==> config.mk <==
export PLATFORM = sky130hd
export DESIGN_NAME = serial_bit_feeder
export DESIGN_NICKNAME = d
export VERILOG_FILES = /design/src/rtl/serial_bit_feeder.sv
export SDC_FILE = /design/constraint.sdc
export NUM_CORES = 1
export LEC_CHECK = 0
export BUFFER_PORTS_ARGS = -buffer_cell sky130_fd_sc_hd__buf_2
export CELL_PAD_IN_SITES_DETAIL_PLACEMENT = 1
export CELL_PAD_IN_SITES_GLOBAL_PLACEMENT = 2
export CORE_MARGIN = 2
export CORE_UTILIZATION = 32
export DETAILED_ROUTE_END_ITERATION = 10
export GPL_TIMING_DRIVEN = 0
export PLACE_DENSITY_LB_ADDON = 0.3
export SYNTH_ARGS = -nofsm -noshare
export SYNTH_HDL_FRONTEND = slang
export SYNTH_SLANG_ARGS = --single-unit
==> constraint.sdc <==
create_clock -name clk -period 1.48 [get_ports clk]
set_clock_uncertainty 0.1 [all_clocks]
set_input_delay 0.222 -clock clk [delete_from_list [all_inputs] [get_ports clk]]
set_output_delay 0.222 -clock clk [all_outputs]
set_load 0.1 [all_outputs]
==> src/rtl/serial_bit_feeder.sv <==
// serial_bit_feeder: MSB-first parallel-to-serial feeder with a one-word hold buffer.
// Define SERIAL_BIT_FEEDER_PARITY_EN to append an even-parity bit to every frame.
module serial_bit_feeder #(
  parameter int WIDTH = 8
) (
  input  logic             clk,
  input  logic             aresetn,
  input  logic [WIDTH-1:0] in_data,
  input  logic             in_valid,
  output logic             in_ready,
  output logic             x_out,
  output logic             x_valid,
  output logic             word_done,
  output logic             busy
);

`ifdef SERIAL_BIT_FEEDER_PARITY_EN
  localparam int FRAME = WIDTH + 1;
`else
  localparam int FRAME = WIDTH;
`endif
  localparam int CW = $clog2(FRAME);
  localparam logic [CW-1:0] CNT_LOAD = CW'(FRAME - 1);
  localparam logic [CW-1:0] CNT_ONE  = CW'(1);

  typedef enum logic {
    IDLE  = 1'b0,
    SHIFT = 1'b1
  } state_t;

  state_t           state;
  logic [FRAME-1:0] shreg;
  logic [CW-1:0]    cnt;
  logic [WIDTH-1:0] hold;
  logic             hold_full;
  logic             accept;

  function automatic logic [FRAME-1:0] frame_of(input logic [WIDTH-1:0] d);
`ifdef SERIAL_BIT_FEEDER_PARITY_EN
    return {d, ^d};
`else
    return d;
`endif
  endfunction

  // Gated by reset so upstream never sees ready while the block is held in reset.
  assign in_ready = aresetn & ~hold_full;
  assign accept   = in_valid & in_ready;
  assign x_out    = shreg[FRAME-1];

  always_ff @(posedge clk or negedge aresetn) begin
    if (!aresetn) begin
      state     <= IDLE;
      shreg     <= '0;
      cnt       <= '0;
      hold      <= '0;
      hold_full <= 1'b0;
      x_valid   <= 1'b0;
      word_done <= 1'b0;
      busy      <= 1'b0;
    end else begin
      word_done <= 1'b0;
      case (state)
        IDLE: begin
          if (accept) begin
            shreg   <= frame_of(in_data);
            cnt     <= CNT_LOAD;
            state   <= SHIFT;
            x_valid <= 1'b1;
            busy    <= 1'b1;
          end
        end
        SHIFT: begin
          if (cnt == '0) begin
            if (hold_full) begin
              shreg     <= frame_of(hold);
              cnt       <= CNT_LOAD;
              hold_full <= 1'b0;
            end else if (accept) begin
              shreg <= frame_of(in_data);
              cnt   <= CNT_LOAD;
            end else begin
              // Clearing the shifter forces x_out low while idle.
              state   <= IDLE;
              shreg   <= '0;
              x_valid <= 1'b0;
              busy    <= 1'b0;
            end
          end else begin
            shreg     <= {shreg[FRAME-2:0], 1'b0};
            cnt       <= cnt - CNT_ONE;
            word_done <= (cnt == CNT_ONE);
            if (accept) begin
              hold      <= in_data;
              hold_full <= 1'b1;
            end
          end
        end
        default: state <= IDLE;
      endcase
    end
  end

endmodule

==> results.json <==
{
  "status": "finished with violations",
  "violations": "negative setup slack",
  "finalHoldViolCount": 0,
  "cts_max_level": 1,
  "syn_nets": 139,
  "cts_buffer_depth": 2,
  "tightest_slew_ns": 0.484,
  "final_cells": 206,
  "slew_viol_final": 0,
  "synth_top_area_cell": "dfrtp_1",
  "p_sw_mw": 1.35,
  "firstDrtPassIters": 4,
  "wl_um": 3680,
  "timing.final.crit_period_ns": 1.57,
  "cp_slowest_cell": "dfrtp_1",
  "die_w_um": 67.2,
  "overflow": 0,
  "required_ns": 1.53,
  "leakagePower_nw": 0.819,
  "synth-seq-area-share_pct": 45.1,
  "antenna_found_initial": 0,
  "grt_max_degree": 24,
  "hpwl_um": 2160,
  "die_area_um2": 4510,
  "vdd_drop_max_v": 0.000788,
  "final_nets": 173,
  "routedWlPerCell_um": 17.9,
  "max_freq_mhz": 636,
  "drive_above_1_share_pct": 39.9,
  "p_comb_share_pct": 56.8,
  "final_cell_mix": "dfrtp_1 (22), buf_4 (17), a21oi_1 (13)",
  "ys_top_cells_by_area": "dfrtp_1 (45%), mux2_2 (7.1%), a21oi_1 (5.9%)",
  "routed_via_density": 5.44,
  "fin_ws_ns": -0.0930,
  "track_usage_pct": 18.2,
  "critPathKind": "flop to flop",
  "critPathArrivalTime_ns": 1.63,
  "path_buf_inv": 0,
  "path_delay_family": "simple AND/OR/NAND/NOR gates",
  "slew-limit-headroom_pct": 67.9,
  "powerDensity_nw_per_um2": 1980,
  "root_buffer": "clkbuf_8",
  "initialDrtViolationCount": 30,
  "io_buffers": 14,
  "final_common_cell": "dfrtp_1",
  "gp_congestion": 0.764,
  "clock_latency_ns": 0.27,
  "path_clk_slew_ns": 0.09,
  "num_vias": 1121,
  "cts_made_buffers": 3,
  "synth_ff_type": "dfrtp_1",
  "rsz0062_at_grt": "yes",
  "min_path_type": "primary input to flop",
  "grt_pass1_vias": 1156,
  "ys_ff_latch": 23,
  "critPathMaxStageDelay_ns": 0.42,
  "clkPwrFrac_pct": 11.6,
  "p_seq_share_pct": 31.6,
  "synth_edf_count": 0,
  "core_um2": 3740,
  "grt_pass1_wl_um": 6000,
  "syn_inst": 125,
  "post-route-period-util_pct": 106,
  "power.internal_mw": 2.09,
  "ioPinCount": 16,
  "drcViolationCount": 0,
  "swShare_pct": 39.2,
  "crit_path_end_kind": "flop",
  "worstPathCellList": "and3b_4 -> nand3_4 -> mux2_4",
  "dp.cells": 187,
  "rows": 22,
  "netlist_area_um2": 1280,
  "avgSynthCellArea_um2": 10.2,
  "setup_violations": 19,
  "initial_core_util_pct": 34.1,
  "syn2layout_area_growth_pct": 36.1,
  "yosysWarnings": 0,
  "async_reset_ff_share_pct": 100,
  "synth_cell_types": 32,
  "maxCapViolCount": 0,
  "cp-start-kind": "flop",
  "holdWs_ns": 0.115,
  "drtAntennaViolNets": 0,
  "num_antenna_cells": 0,
  "cp_max_fo": 8,
  "clkSinkCount": 23,
  "chipHeight_um": 67.2,
  "cts_tree": "done",
  "synth_top_area_share_pct": 45.1
}
## synth_stat cells, types with 2 or more instances
cell type / n
a21o_1: 2
a21oi_1: 15
a22oi_1: 2
and3_1: 7
buf_4: 6
clkbuf_1: 3
dfrtp_1: 23
ha_1: 3
inv_1: 10
mux2_2: 8
nand2_1: 8
nand2b_1: 2
nand3_1: 2
nand4b_1: 7
o21a_1: 2
o21ai_0: 2
o22ai_1: 2
o32a_1: 7
## power by group through the flow
stage	sequential (mW)	clock, mW	combinational (mW)
global route	1.13	0.439	2.12
floorplan	1.21	0	1.12
global placement	1.07	0	1.54
finish	1.08	0.399	1.95
detailed placement	1.09	0	1.57
CTS	1.08	0.412	1.82
## what timing repair did
item | in CTS | in global routing
hold endpoints to repair | 23 | 0
resized for setup | 16 | 7
endpoints found under the setup margin | 23 | 20
pin swaps | 2 | 8
hold buffers | 2 | 0
buffers inserted | 8 | 3
cloned | 1 | 1
## cell families (layout without fill, tap and decap cells)
| kind of cell | count (synthesis) | count (layout) | synth area share [%] |
|---|---|---|---|
| and+or+nand+nor | 36 | 36 | 18.3 |
| AOI/OAI and AO/OA | 33 | 33 | 17.2 |
| adders and majority gates | 3 | 3 | 2.94 |
| DFF | 23 | 23 | 45.1 |
| buffers and inverters | 21 | 54 | 8.63 |
| muxes | 9 | 9 | 7.84 |
## path summary, 6_finish.rpt
path	startpoint	end	slack, ns	cells past startpoint
max	hold_full	hold[2]	-0.09	3
min	in_data[4]	hold[4]	0.12	2
max reg2reg	hold_full	hold[2]	-0.09	3
min reg2reg	shreg[3]	shreg[3]	0.39	1
max in group asynchronous	aresetn	busy	0.76	3
min in group asynchronous	aresetn	busy	0.36	3
## routing by layer
| metal | track usage [%] | routed length, um |
|---|---|---|
| met5 | 0 | 0 |
| met2 | 31.7 | 1820 |
| met4 | 5.36 | 45 |
| met1 | 22.3 | 1660 |
| met3 | 4.33 | 154 |
## worst register-to-register path, stage by stage, from the launching register on
cell and delay, ns:
dfrtp_1 0.42, and3b_4 0.38, nand3_4 0.21, mux2_4 0.35
## through the flow
step	utilization [%]	setup TNS, ns	cell area, um^2	total power, mW	setup WS (ns)
2_1_floorplan	-	-1.18	1330	2.33	-0.0903
3_3_place_gp	39.1	-10.80	1460	2.60	-0.565
3_5_place_dp	39.1	-11.48	1460	2.66	-0.596
4_1_cts	44.4	-1.08	1660	3.31	-0.0813
5_1_grt	46.4	-2.27	1740	3.69	-0.159
6_report	46.4	-1.15	1740	3.43	-0.0930
## flip-flops by register name, indices dropped and copies added, names as in the netlist
register	count
busy	1
cnt	3
hold	8
hold_full	1
shreg	8
state	1
word_done	1
## final cells by class
class,count,area (um^2)
fillers,439,2010
clock buffers,4,45.0
well taps,48,60.1
plain buffers,11,91.3
flip-flops and latches,23,577
multi-input cells,81,683
inverters,10,37.5
repair buffers,29,243
(Power assumes the default switching activity.)
